--- src/rtl/seg_pkg.sv ---
// -----------------------------------------------------------------------------
// seg_pkg
// Shared constants and helpers for the 4-digit 7-segment scanner.
//   AN_OFF      : anode pattern with every digit dark (anodes are active-low)
//   NUM_DIGITS  : number of scanned digits (fixed at 4)
//   an_lookup   : digit index -> one-hot-low anode pattern
//   get_nibble  : extract the 4-bit nibble of a given digit from a 16-bit word
//   lz_blank    : leading-zero test for a digit (nibbles i..3 all zero, i >= 1)
// -----------------------------------------------------------------------------
package seg_pkg;

  localparam int         NUM_DIGITS = 4;
  localparam logic [3:0] AN_OFF     = 4'b1111;

  function automatic logic [3:0] an_lookup(input logic [1:0] idx);
    logic [3:0] an;
    case (idx)
      2'd0:    an = 4'b1110;
      2'd1:    an = 4'b1101;
      2'd2:    an = 4'b1011;
      2'd3:    an = 4'b0111;
      default: an = AN_OFF;
    endcase
    return an;
  endfunction

  function automatic logic [3:0] get_nibble(input logic [15:0] v, input logic [1:0] idx);
    logic [3:0] nib;
    case (idx)
      2'd0:    nib = v[3:0];
      2'd1:    nib = v[7:4];
      2'd2:    nib = v[11:8];
      2'd3:    nib = v[15:12];
      default: nib = 4'h0;
    endcase
    return nib;
  endfunction

  // Digit 0 is never a leading zero, so a value of zero still shows "0".
  function automatic logic lz_blank(input logic [15:0] v, input logic [1:0] idx);
    logic z;
    case (idx)
      2'd0:    z = 1'b0;
      2'd1:    z = (v[15:4]  == 12'h000);
      2'd2:    z = (v[15:8]  == 8'h00);
      2'd3:    z = (v[15:12] == 4'h0);
      default: z = 1'b0;
    endcase
    return z;
  endfunction

endpackage

--- src/rtl/seg_tick_gen.sv ---
// -----------------------------------------------------------------------------
// seg_tick_gen
// Free-running prescaler that counts 0..TICK_DIV-1 and wraps. tick is high for
// exactly one cycle while the count sits at TICK_DIV-1, so the first tick edge
// after reset release is the TICK_DIV-th rising edge.
// Ports:
//   clk  : system clock, rising edge
//   rst  : asynchronous active-high reset
//   tick : one-cycle strobe, once every TICK_DIV cycles
// -----------------------------------------------------------------------------
module seg_tick_gen #(
  parameter int TICK_DIV = 100000
) (
  input  logic clk,
  input  logic rst,
  output logic tick
);

  localparam int            CW   = (TICK_DIV > 1) ? $clog2(TICK_DIV) : 1;
  localparam logic [CW-1:0] LAST = CW'(TICK_DIV - 1);

  logic [CW-1:0] r_cnt;

  // Prescaler counter with wrap at TICK_DIV-1
  always_ff @(posedge clk or posedge rst) begin
    if (rst) begin
      r_cnt <= '0;
    end else if (r_cnt == LAST) begin
      r_cnt <= '0;
    end else begin
      r_cnt <= r_cnt + CW'(1);
    end
  end

  assign tick = (r_cnt == LAST);

endmodule

--- src/rtl/seg_scan_mux.sv ---
// -----------------------------------------------------------------------------
// seg_scan_mux
// Time-multiplexing scanner for a 4-digit common-anode 7-segment display.
// A shadow copy of value/dp_en is captured only at the frame boundary (slot 3
// -> slot 0) so a frame never mixes two values. All outputs are registered and
// change only on the prescaler tick edge.
// Ports:
//   clk       : system clock, rising edge
//   rst       : asynchronous active-high reset
//   value     : 16-bit hex value, digit0 = value[3:0]
//   dp_en     : per-digit decimal point request, active-high
//   blank_lz  : 1 = suppress leading zero digits
//   enable    : 0 = all anodes dark (scanning continues)
//   nibble    : nibble of the current digit, to the hex-to-segment decoder
//   seg_an    : anode selects, active-low
//   dp_n      : decimal point cathode, active-low
//   digit_idx : current digit slot
// -----------------------------------------------------------------------------
module seg_scan_mux
  import seg_pkg::*;
#(
  parameter int TICK_DIV = 100000
) (
  input  logic        clk,
  input  logic        rst,
  input  logic [15:0] value,
  input  logic [3:0]  dp_en,
  input  logic        blank_lz,
  input  logic        enable,
  output logic [3:0]  nibble,
  output logic [3:0]  seg_an,
  output logic        dp_n,
  output logic [1:0]  digit_idx
);

  logic        w_tick;
  logic [1:0]  w_next_idx;
  logic        w_frame;
  logic [15:0] w_shadow_val_nxt;
  logic [3:0]  w_shadow_dp_nxt;
  logic        w_blank;
  logic [3:0]  w_nibble_nxt;
  logic [3:0]  w_seg_an_nxt;
  logic        w_dp_n_nxt;

  logic [1:0]  r_digit_idx;
  logic [15:0] r_shadow_val;
  logic [3:0]  r_shadow_dp;
  logic [3:0]  r_nibble;
  logic [3:0]  r_seg_an;
  logic        r_dp_n;

  seg_tick_gen #(
    .TICK_DIV (TICK_DIV)
  ) u_tick_gen (
    .clk  (clk),
    .rst  (rst),
    .tick (w_tick)
  );

  assign w_next_idx = r_digit_idx + 2'd1;
  assign w_frame    = (r_digit_idx == 2'(NUM_DIGITS - 1));

  // Next-slot computation: the outputs use the new index and, at a frame
  // boundary, the freshly captured shadow rather than the old one.
  always_comb begin
    w_shadow_val_nxt = r_shadow_val;
    w_shadow_dp_nxt  = r_shadow_dp;
    w_blank          = 1'b1;
    w_nibble_nxt     = 4'h0;
    w_seg_an_nxt     = AN_OFF;
    w_dp_n_nxt       = 1'b1;

    if (w_frame) begin
      w_shadow_val_nxt = value;
      w_shadow_dp_nxt  = dp_en;
    end else begin
      w_shadow_val_nxt = r_shadow_val;
      w_shadow_dp_nxt  = r_shadow_dp;
    end

    // Nibble is presented even for blanked digits.
    w_nibble_nxt = get_nibble(w_shadow_val_nxt, w_next_idx);
    w_blank      = !enable || (blank_lz && lz_blank(w_shadow_val_nxt, w_next_idx));

    if (w_blank) begin
      w_seg_an_nxt = AN_OFF;
      w_dp_n_nxt   = 1'b1;
    end else begin
      w_seg_an_nxt = an_lookup(w_next_idx);
      w_dp_n_nxt   = ~w_shadow_dp_nxt[w_next_idx];
    end
  end

  // Slot state and registered outputs, advanced only on the tick edge
  always_ff @(posedge clk or posedge rst) begin
    if (rst) begin
      r_digit_idx  <= 2'd3;
      r_shadow_val <= 16'h0000;
      r_shadow_dp  <= 4'b0000;
      r_nibble     <= 4'h0;
      r_seg_an     <= AN_OFF;
      r_dp_n       <= 1'b1;
    end else if (w_tick) begin
      r_digit_idx  <= w_next_idx;
      r_shadow_val <= w_shadow_val_nxt;
      r_shadow_dp  <= w_shadow_dp_nxt;
      r_nibble     <= w_nibble_nxt;
      r_seg_an     <= w_seg_an_nxt;
      r_dp_n       <= w_dp_n_nxt;
    end else begin
      r_digit_idx  <= r_digit_idx;
      r_shadow_val <= r_shadow_val;
      r_shadow_dp  <= r_shadow_dp;
      r_nibble     <= r_nibble;
      r_seg_an     <= r_seg_an;
      r_dp_n       <= r_dp_n;
    end
  end

  assign nibble    = r_nibble;
  assign seg_an    = r_seg_an;
  assign dp_n      = r_dp_n;
  assign digit_idx = r_digit_idx;

endmodule

--- config.mk ---
export PLATFORM = sky130hd
export DESIGN_NAME = seg_scan_mux
export DESIGN_NICKNAME = d
export VERILOG_FILES = /design/src/rtl/seg_pkg.sv /design/src/rtl/seg_tick_gen.sv /design/src/rtl/seg_scan_mux.sv
export SDC_FILE = /design/constraint.sdc
export NUM_CORES = 1
export LEC_CHECK = 0
export ABC_AREA = 1
export CAP_MARGIN = 20
export CELL_PAD_IN_SITES_DETAIL_PLACEMENT = 1
export CELL_PAD_IN_SITES_GLOBAL_PLACEMENT = 1
export CORE_UTILIZATION = 38
export DETAILED_ROUTE_END_ITERATION = 12
export GPL_ROUTABILITY_DRIVEN = 0
export MAX_ROUTING_LAYER = met4
export PLACE_DENSITY_LB_ADDON = 0.1
export SETUP_SLACK_MARGIN = 0.4
export SLEW_MARGIN = 10
export SYNTH_ARGS = -nofsm -noshare
export SYNTH_HDL_FRONTEND = slang
export SYNTH_HIERARCHICAL = 1
export SYNTH_SLANG_ARGS = --single-unit
--- constraint.sdc ---
create_clock -name clk -period 2.5 [get_ports clk]
set_clock_uncertainty 0.2 [all_clocks]
set_input_delay 0.375 -clock clk [delete_from_list [all_inputs] [get_ports clk]]
set_output_delay 0.375 -clock clk [all_outputs]
set_load 0.01 [all_outputs]
After elaboration in Yosys (flattened, before gate mapping). Cells that the tools add are included.

Register bits: 48. Latch bits: 0. Bits in writable memories: 0. ROM bits: 0. Input port bits: 24. Output and inout bits: 11. Word-level logic and storage cells: 33. Memories: 0.

$add $sub $neg: 2. Multipliers: 0. Div/mod/pow operators: 0. Magnitude comparators: 1. Equality and inequality tests: 5. Shift-type cells: 0. Mux-type cells: 10. Bitwise gates (word level): 1. Reduce and logical (&&, ||, !) cells: 7.

Operator list (number): case mux 4 bit (4 select lines) (2); adder 17 x 1 -> 17 bit (second input constant) (1); == test 17 bit (second input constant) (1); two-way mux 17 bit (1); two-way mux 16 bit (1); zero test 12 bit (1); zero test 8 bit (1); two-way mux 4 bit (2); == test 2 bit (second input constant) (3); zero test 4 bit (1); case mux 1 bit (4 select lines) (1); less-than comparator 2 x 3 -> 1 bit (second input constant) (1); adder 2 x 1 -> 2 bit (second input constant) (1); binary-select mux 1 bit (select 2 bit) (1); == test 2 x 1 -> 1 bit (second input constant) (1); zero test 2 bit (1); two-way mux 1 bit (2); logical AND 1 bit (1); zero test 1 bit (1); logical OR 1 bit (1); inverter 1 bit (1).

Longest topological paths before layout. Gate-level depths: netlist of run 1.

Depth after elaboration: 7. Gate-level depth with buffers: 14. Depth with buffers taken out: 14.

By module. The synthesis of run 1 kept the hierarchy.

By module, submodules not included: seg_scan_mux (times used 1, cells an instance 208, area an instance 1570.3 sq um, seq. area each 684.4 sq um); seg_tick_gen (times used 1, cells an instance 144, area an instance 977.2 sq um, seq. area each 425.4 sq um).

Worst setup path after synthesis of run 1. No wires, ideal clock.

Path type: register to register. Start: register u_tick_gen.r_cnt[0]. End: register r_nibble[0], in the netlist nibble[0]. Library setup time: 0.120 ns. Arrival time: 1.701 ns. Data required time: 2.180 ns. Slack: 0.478 ns. Stages on the path, launching flop included: 15. Buffers on the path: 0. Period minus slack after synthesis: 2.022 ns. Path through: dfrtp_1 > ha_1 > nand2_1 > inv_2 > nand2_1 > nor2_2 > nand2_1 > inv_2 > inv_1 > nor2_1 > o21ai_0 > a21oi_1 > o21ai_0 > o211ai_1 > inv_1.

Longest elaborated chain between the ends: 1.

Ends and longest elaborated chain: start, declared (line seg_tick_gen.sv:22) `logic [CW-1:0] r_cnt;`; start signal, assigned (line seg_tick_gen.sv:31) `r_cnt <= r_cnt + CW'(1);`; == test 17 bit (line seg_tick_gen.sv:35) `assign tick = (r_cnt == LAST);`; named net w_tick (line seg_scan_mux.sv:36) `logic w_tick;`; end signal, assigned (line seg_scan_mux.sv:108) `r_nibble <= w_nibble_nxt;`; end signal, assigned (line seg_scan_mux.sv:115) `r_nibble <= r_nibble;`; end, declared (line seg_scan_mux.sv:49) `logic [3:0] r_nibble;`.

The timed path passes the listed nets, and every way through them passes these cells. A chain may end at the register's enable or synchronous reset.

Final worst setup path of run 1.
Start: register r_digit_idx[0], in the netlist digit_idx[0]. End: register r_seg_an[3], in the netlist seg_an[3].

Longest elaborated chain between the ends: 7. Elaborated cells on any way between the ends: 15. Classes of those cells: add/sub (1); eq/ne (4); mux (4); reduce/logical (6).

Ends and longest elaborated chain: start, declared (line seg_scan_mux.sv:46) `logic [1:0] r_digit_idx;`; start signal, assigned (line seg_scan_mux.sv:105) `r_digit_idx <= w_next_idx;`; start signal, assigned (line seg_scan_mux.sv:112) `r_digit_idx <= r_digit_idx;`; == test 2 bit (line seg_scan_mux.sv:62) `assign w_frame = (r_digit_idx == 2'(NUM_DIGITS - 1));`; two-way mux 16 bit (line seg_scan_mux.sv:74) `if (w_frame) begin`; zero test 12 bit (tied with other cells) (line seg_pkg.sv:44) `2'd1: z = (v[15:4] == 12'h000);`; case mux 1 bit (4 select lines) (line seg_pkg.sv:42) `case (idx)`; logical AND 1 bit (line seg_scan_mux.sv:84) `w_blank = !enable || (blank_lz && lz_blank(w_shadow_val_nxt, w_next_idx));`; logical OR 1 bit (line seg_scan_mux.sv:84); two-way mux 4 bit * (line seg_scan_mux.sv:86) `if (w_blank) begin`; end signal, assigned (line seg_scan_mux.sv:109) `r_seg_an <= w_seg_an_nxt;`; end signal, assigned (line seg_scan_mux.sv:116) `r_seg_an <= r_seg_an;`; end, declared (line seg_scan_mux.sv:50) `logic [3:0] r_seg_an;`.

Mark *: on every way between the ends. The rest lies on a longest branch, timed or not.

==> impl_results.md, run 1 <==
* Primary FF master, synth: dfrtp_1
* Reported net switching power at 0.2918 mW
* Critical path class: reg -> reg
* Crit path time final at 2.166 ns
* Worst path slowest cell: dfstp_2
* WP data required at 2.56 ns
* Final cell count without fillers at 490
* Worst setup margin at 0.3340 ns
* Most common cell in the netlist: nand2_1
* Syn Area/Cell at 7.237 µm²
* Area delta synth->final at 34.92%
* Fin. Hold Viols at 0
* RSZ-0062 raised after global routing: yes
* Max clock buf depth at 2
* Outcome: finished clean
* Slew Limit Fails at 0
* Fin nets at 443
* TritonCTS clock tree: done
* Synthesized instance count at 352
* Dominant cells by area after synthesis: dfrtp_1, nand2_1, inv_1
* Slew HR at 55.19%
* Min-delay worst type: in -> async
* Final setup vio count at 0
* Core area at 6422 µm²
* Clock transition at the registers of the reported paths at 0.09 ns
* Clock root buffer master: clkbuf_8
* Number of global-route vias before repair at 2,514
* First-pass GRT wire length at 11,550 µm
* Pre-CTS setup slack at 0.1932 ns
* Pint at 1.043 mW
* Maxcap violations at 0
* Max incr delay on CP at 0.40 ns
* Number of synthesized flops with an enable pin at 0
* Number of diodes at 0
* Clock share of power at 41.9%
* CTS buffer count at 5
* Most common cell on crit path: nand2_1
* Pleak at 1.803 nW
* Inst Count DP at 462
* HPWL after detailed placement at 4985 µm
* Drt first-iter violations at 104
* Startpoint types: flop
* Mapped cell area at 2547 µm²
* CP arrival at 2.22 ns
* CP cell instances: ha_4 > buf_4 > clkbuf_16 > o21ai_0 > nand3_1 > nor2_1 > nand2_1 > nand2_2 > nand2_4 > nand3_2 > nand2_1 > inv_1
* Combinational fraction of design power at 4.8%
* Tcrit/Tclk final at 86.64%
* Std cell rows at 29
* Sw Share at 21.87%
* Vias at 2,463
* Fillcell total at 811
* Total grt overflow at 0
* DR WL/cell at 15.50 µm
* Synth Net Count at 383
* Yosys top cell area share at 36.35%
* Via density at 5.027
* Setup TNS Final at 0 ns
* Overall Power at 1.335 mW
* Initial antenna violation count at 0
* GRT Util Overall at 21.47%
* DRC errors left at 0
* Clock sink count at 44
* Flop pwr share at 53.3%
* Post-synth top cells: nand2_1, inv_1, dfrtp_1
* H-tree levels at 2
* Die Width at 83.88 µm
* PwrDens at 388.3 nW/µm²
* Die Y at 83.88 µm
* VDD IR max at 305.1 µV
* Register area share after synthesis at 43.57%
* Die area at 7035 µm²
* Boundary Pins at 35
* Starting density of the core at 39.66%
* Worst Setup End Kind: flop
* Final Util at 53.52%
* # hold bufs at CTS at 0
* Fmax achieved at 461.7 MHz
* Clock Latency Late Sink at 0.31 ns
* First drt pass iteration count at 4
* IO Port Bufs at 34
* Top fanout value on the critical path at 7
* Library cells used by synthesis at 26
* Worst-Margin Slew at 0.6714 ns
* Asr flop ratio synth at 100.0%
* Synth Warn # at 6
* Yosys reg bits at 44
* Antenna Nets Post-Route at 0
* Layout cells sized above 1 at 22.52%
* Largest net degree at the start of global routing at 28
* Yosys top cell by area: dfrtp_1
* WL final at 7597 µm
==> critical path, delay by kind of cell (launching register included) <==
| family | cells | cell delay (ns) |
|---|---|---|
| and+or+nand+nor | 7 | 0.72 |
| DFF | 1 | 0.40 |
| buffers and inverters | 3 | 0.35 |
| AOI/OAI and AO/OA | 1 | 0.23 |
| adders and majority gates | 1 | 0.20 |
==> cells by family (layout without fill, tap and decap cells) <==
logic type	Yosys count	in the layout	share of synthesized area [%]
flip-flops	44	44	43.57
adder cells (fa/ha/maj)	7	7	3.438
XOR/XNOR	5	5	1.719
AND/OR/NAND/NOR	186	186	31.29
AO/OA/AOI/OAI	41	41	8.890
buffers and inverters	69	130	11.10
==> per-layer routing <==
layer / up-vias / global-route usage [%] / part of all wire (%)
met5: - / - / 0
met4: 0 / 7.680 / 3.0
met3: 20 / 2.967 / 1.9
met2: 39 / 39.27 / 54
met1: 1200 / 23.76 / 41
li1: 1204 / - / -
==> power by group through the flow <==
stage,Sequential (mW),Combinational (mW),Clock (mW)
after CTS,0.712,0.0640,0.575
after global routing,0.712,0.0715,0.607
after global placement,0.725,0.0633,0
after detailed placement,0.725,0.0640,0
after floorplan,0.725,0.0159,0
final,0.712,0.0640,0.559
==> area by class of cell <==
type	count	area, µm²	area share [%]
inverter	61	237.7	6.917
tap	77	96.34	2.803
sequential	44	1110	32.29
clock buffer	6	72.57	2.111
timing repair buffer	61	579.3	16.85
multi-input combinational	239	1306	38.00
clock inverter	2	35.03	1.019
==> path summary, 6_finish.rpt <==
path | startpoint | depth (start not counted) | slack (ns) | end
worst max register to register | digit_idx[0]$_DFFE_PP1P_ | 12 | 0.33 | seg_an[3]$_DFFE_PP1P_
min in group clk | r_shadow_dp[0]$_DFFE_PP0P_ | 2 | 0.29 | r_shadow_dp[0]$_DFFE_PP0P_
worst min register to register | r_shadow_dp[0]$_DFFE_PP0P_ | 2 | 0.29 | r_shadow_dp[0]$_DFFE_PP0P_
worst min-delay path | rst | 3 | 0.26 | nibble[0]$_DFFE_PP0P_
max in group asynchronous | rst | 2 | 1.38 | u_tick_gen/r_cnt[10]$_DFF_PP0_
worst max-delay path | digit_idx[0]$_DFFE_PP1P_ | 12 | 0.33 | seg_an[3]$_DFFE_PP1P_
==> metrics by stage <==
stage,hold slack (ns),instance area [µm²]
after floorplan,0.1011,2547
after global placement,0.2664,2983
after detailed placement,0.2667,2983
after CTS,0.2787,3133
after global routing,0.3031,3437
final,0.2561,3437
==> placed cells by master (no fill, tap or decap), drive strengths merged, types with 8 or more instances in the layout <==
cell type / netlist / final
nor2: 36 / 36
clkdlybuf4s50: 0 / 33
a21oi: 8 / 8
o21ai: 26 / 26
nand3: 26 / 26
inv: 61 / 60
nand2: 112 / 112
dfrtp: 37 / 37
buf: 4 / 26
==> state kept, by name (all words and copies together) (netlist names) <==
signal,cells
seg_an,4
dp_n,1
nibble,4
digit_idx,2
r_shadow_val,12
u_tick_gen/r_cnt,17
r_shadow_dp,4
==> timing repair <==
action,4_1_cts,5_1_grt
endpoints found under the hold margin,0,0
buffers inserted,4,15
setup endpoints to repair,8,22
resized for setup,2,49
pin swaps,0,18
gates cloned,0,1
No activity file was read; power rests on OpenSTA's default activity.
==> inputs of run 2 (changes only) <==
--- a/config.mk
+++ b/config.mk
@@ -13,7 +13,7 @@
 export DETAILED_ROUTE_END_ITERATION = 12
 export GPL_ROUTABILITY_DRIVEN = 0
 export MAX_ROUTING_LAYER = met4
-export PLACE_DENSITY_LB_ADDON = 0.1
+export PLACE_DENSITY = 0.74
 export SETUP_SLACK_MARGIN = 0.4
 export SLEW_MARGIN = 10
 export SYNTH_ARGS = -nofsm -noshare
==> impl_results.md, run 2 (synthesis results as in run 1) <==
* Outcome: finished with violations
* Failing checks: DRC
* Worst setup margin at 0.3991 ns
* Core area at 6422 µm²
* VDD IR max at 177.2 µV
* Pre-CTS setup slack at 0.1905 ns
* Fin nets at 440
* Via density at 5.045
* Std cell rows at 29
* Pleak at 1.755 nW
* Crit path time final at 2.101 ns
* IO Port Bufs at 34
* Inst Count DP at 461
* RSZ-0062 raised after global routing: yes
* Min-delay worst type: in -> async
* TritonCTS clock tree: done
* Top fanout value on the critical path at 4
* Area delta synth->final at 31.04%
* WHS at 0.2837 ns
* Final cell count without fillers at 487
* Family with the most delay on the worst path: buffers and inverters
* WP depth at 2
* CTS buffer count at 5
* Most frequent cells in the layout: nand2_1, inv_1, dfrtp_1
* Boundary Pins at 35
* GRT Util Overall at 21.53%
* Reg2reg path depth at 7
* WP data required at 1.92 ns
* Slew Limit Fails at 0
* Total grt overflow at 0
* Clock root buffer master: clkbuf_8
* First drt pass iteration count at 8
* Clock sink count at 44
* DRC errors left at 6
* Die Y at 83.88 µm
* Die Width at 83.88 µm
* Worst Setup End Kind: primary output
* Fillcell total at 822
* Number of diodes at 0
* HPWL after detailed placement at 5073 µm
* Layout cells sized above 1 at 18.54%
* Worst path bufs/invs at 2
* WL final at 7449 µm
* Worst-Margin Slew at 0.7275 ns
* Startpoint types: flop
* Max incr delay on CP at 0.59 ns
* Worst path slowest cell: dfstp_2
* Max reg flops at 17
* Starting density of the core at 39.66%
* Clock Latency Late Sink at 0.30 ns
* Setup TNS Final at 0 ns
* Max clock buf depth at 2
* Largest regs: u_tick_gen/r_cnt (17), r_shadow_val (12)
* CP cell instances: buf_4 > clkdlybuf4s50_1
* Number of global-route vias before repair at 2,458
* Maxcap violations at 0
* Tcrit/Tclk final at 84.04%
* Register area at 1110 µm²
* Die area at 7035 µm²
* Most flop-heavy register: u_tick_gen/r_cnt
* Vias at 2,457
* Largest net degree at the start of global routing at 28
* Fmax achieved at 476.0 MHz
* Drt first-iter violations at 138
* Most common cell after layout, fill and taps aside: nand2_1
* DR WL/cell at 15.30 µm
* Post-route cell area at 3338 µm²
* Initial antenna violation count at 0
* Fin. Hold Viols at 0
* PwrDens at 382.5 nW/µm²
* First-pass GRT wire length at 11,610 µm
* Antenna Nets Post-Route at 0
* H-tree levels at 2
* Slew HR at 51.44%
* Critical path class: reg -> out
* Area occupied by multi-input gates at 1221 µm²
* Placed cell area at 2975 µm²
* CP arrival at 1.53 ns
* Final setup vio count at 0
* Clock transition at the registers of the reported paths at 0.08 ns
-- run 2: cell types whose count changed in the layout (fill, tap and decap cells not counted), sizes merged --
cell    change
buf         -2
bufinv      -1
clkbuf      +1
clkinv      -1
-- run 2: final timing paths --
path	from	endpoint	slack, ns
max in group asynchronous	rst	u_tick_gen/r_cnt[5]$_DFF_PP0_	1.30
setup / recovery	digit_idx[1]$_DFFE_PP1P_	digit_idx[1]	0.40
setup reg to reg	digit_idx[0]$_DFFE_PP1P_	nibble[3]$_DFFE_PP0P_	0.45
hold reg to reg	r_shadow_val[8]$_DFFE_PP0P_	r_shadow_val[8]$_DFFE_PP0P_	0.29
hold / removal	rst	r_shadow_dp[2]$_DFFE_PP0P_	0.28
min in group clk	r_shadow_val[8]$_DFFE_PP0P_	r_shadow_val[8]$_DFFE_PP0P_	0.29
-- run 2: stage by stage --
step	utilization (%)	power, mW
floorplan	-	0.7412
global placement	46.33	0.7880
detailed placement	46.33	0.7891
CTS	49.19	1.285
global route	51.98	1.322
finish	51.98	1.277
-- run 2: worst min-delay path, cell delays in order --
cell             delay (ns)
clkdlybuf4s50_1        0.43
inv_1                  0.07
buf_4                  0.33
-- run 2: cell type report --
class                           count  area share, %
Inverter                           61          7.271
Multi-Input combinational cell    239          36.58
Sequential cell                    44          33.25
Clock buffer                        8          2.999
Tap cell                           77          2.886
Timing Repair Buffer               58          17.02
-- run 2: layer usage --
metal	wire [µm]	global-route usage, %	vias to the layer above
li1	-	-	1202
met1	3431	29.12	1201
met2	3628	33.83	42
met3	273	2.572	12
met4	114	6.897	0
met5	0	-	-
-- run 2: timing repair --
action	in CTS	in global routing
endpoints found under the hold margin	0	0
resized for setup	10	26
pin swaps	1	5
endpoints found under the setup margin	25	20
hold buffers	0	0
setup buffers	6	12
-- run 2: power by group --
part	switching, mW	internal (mW)
registers	0	0.712
logic	0.0289	0.0341
clock network	0.250	0.253
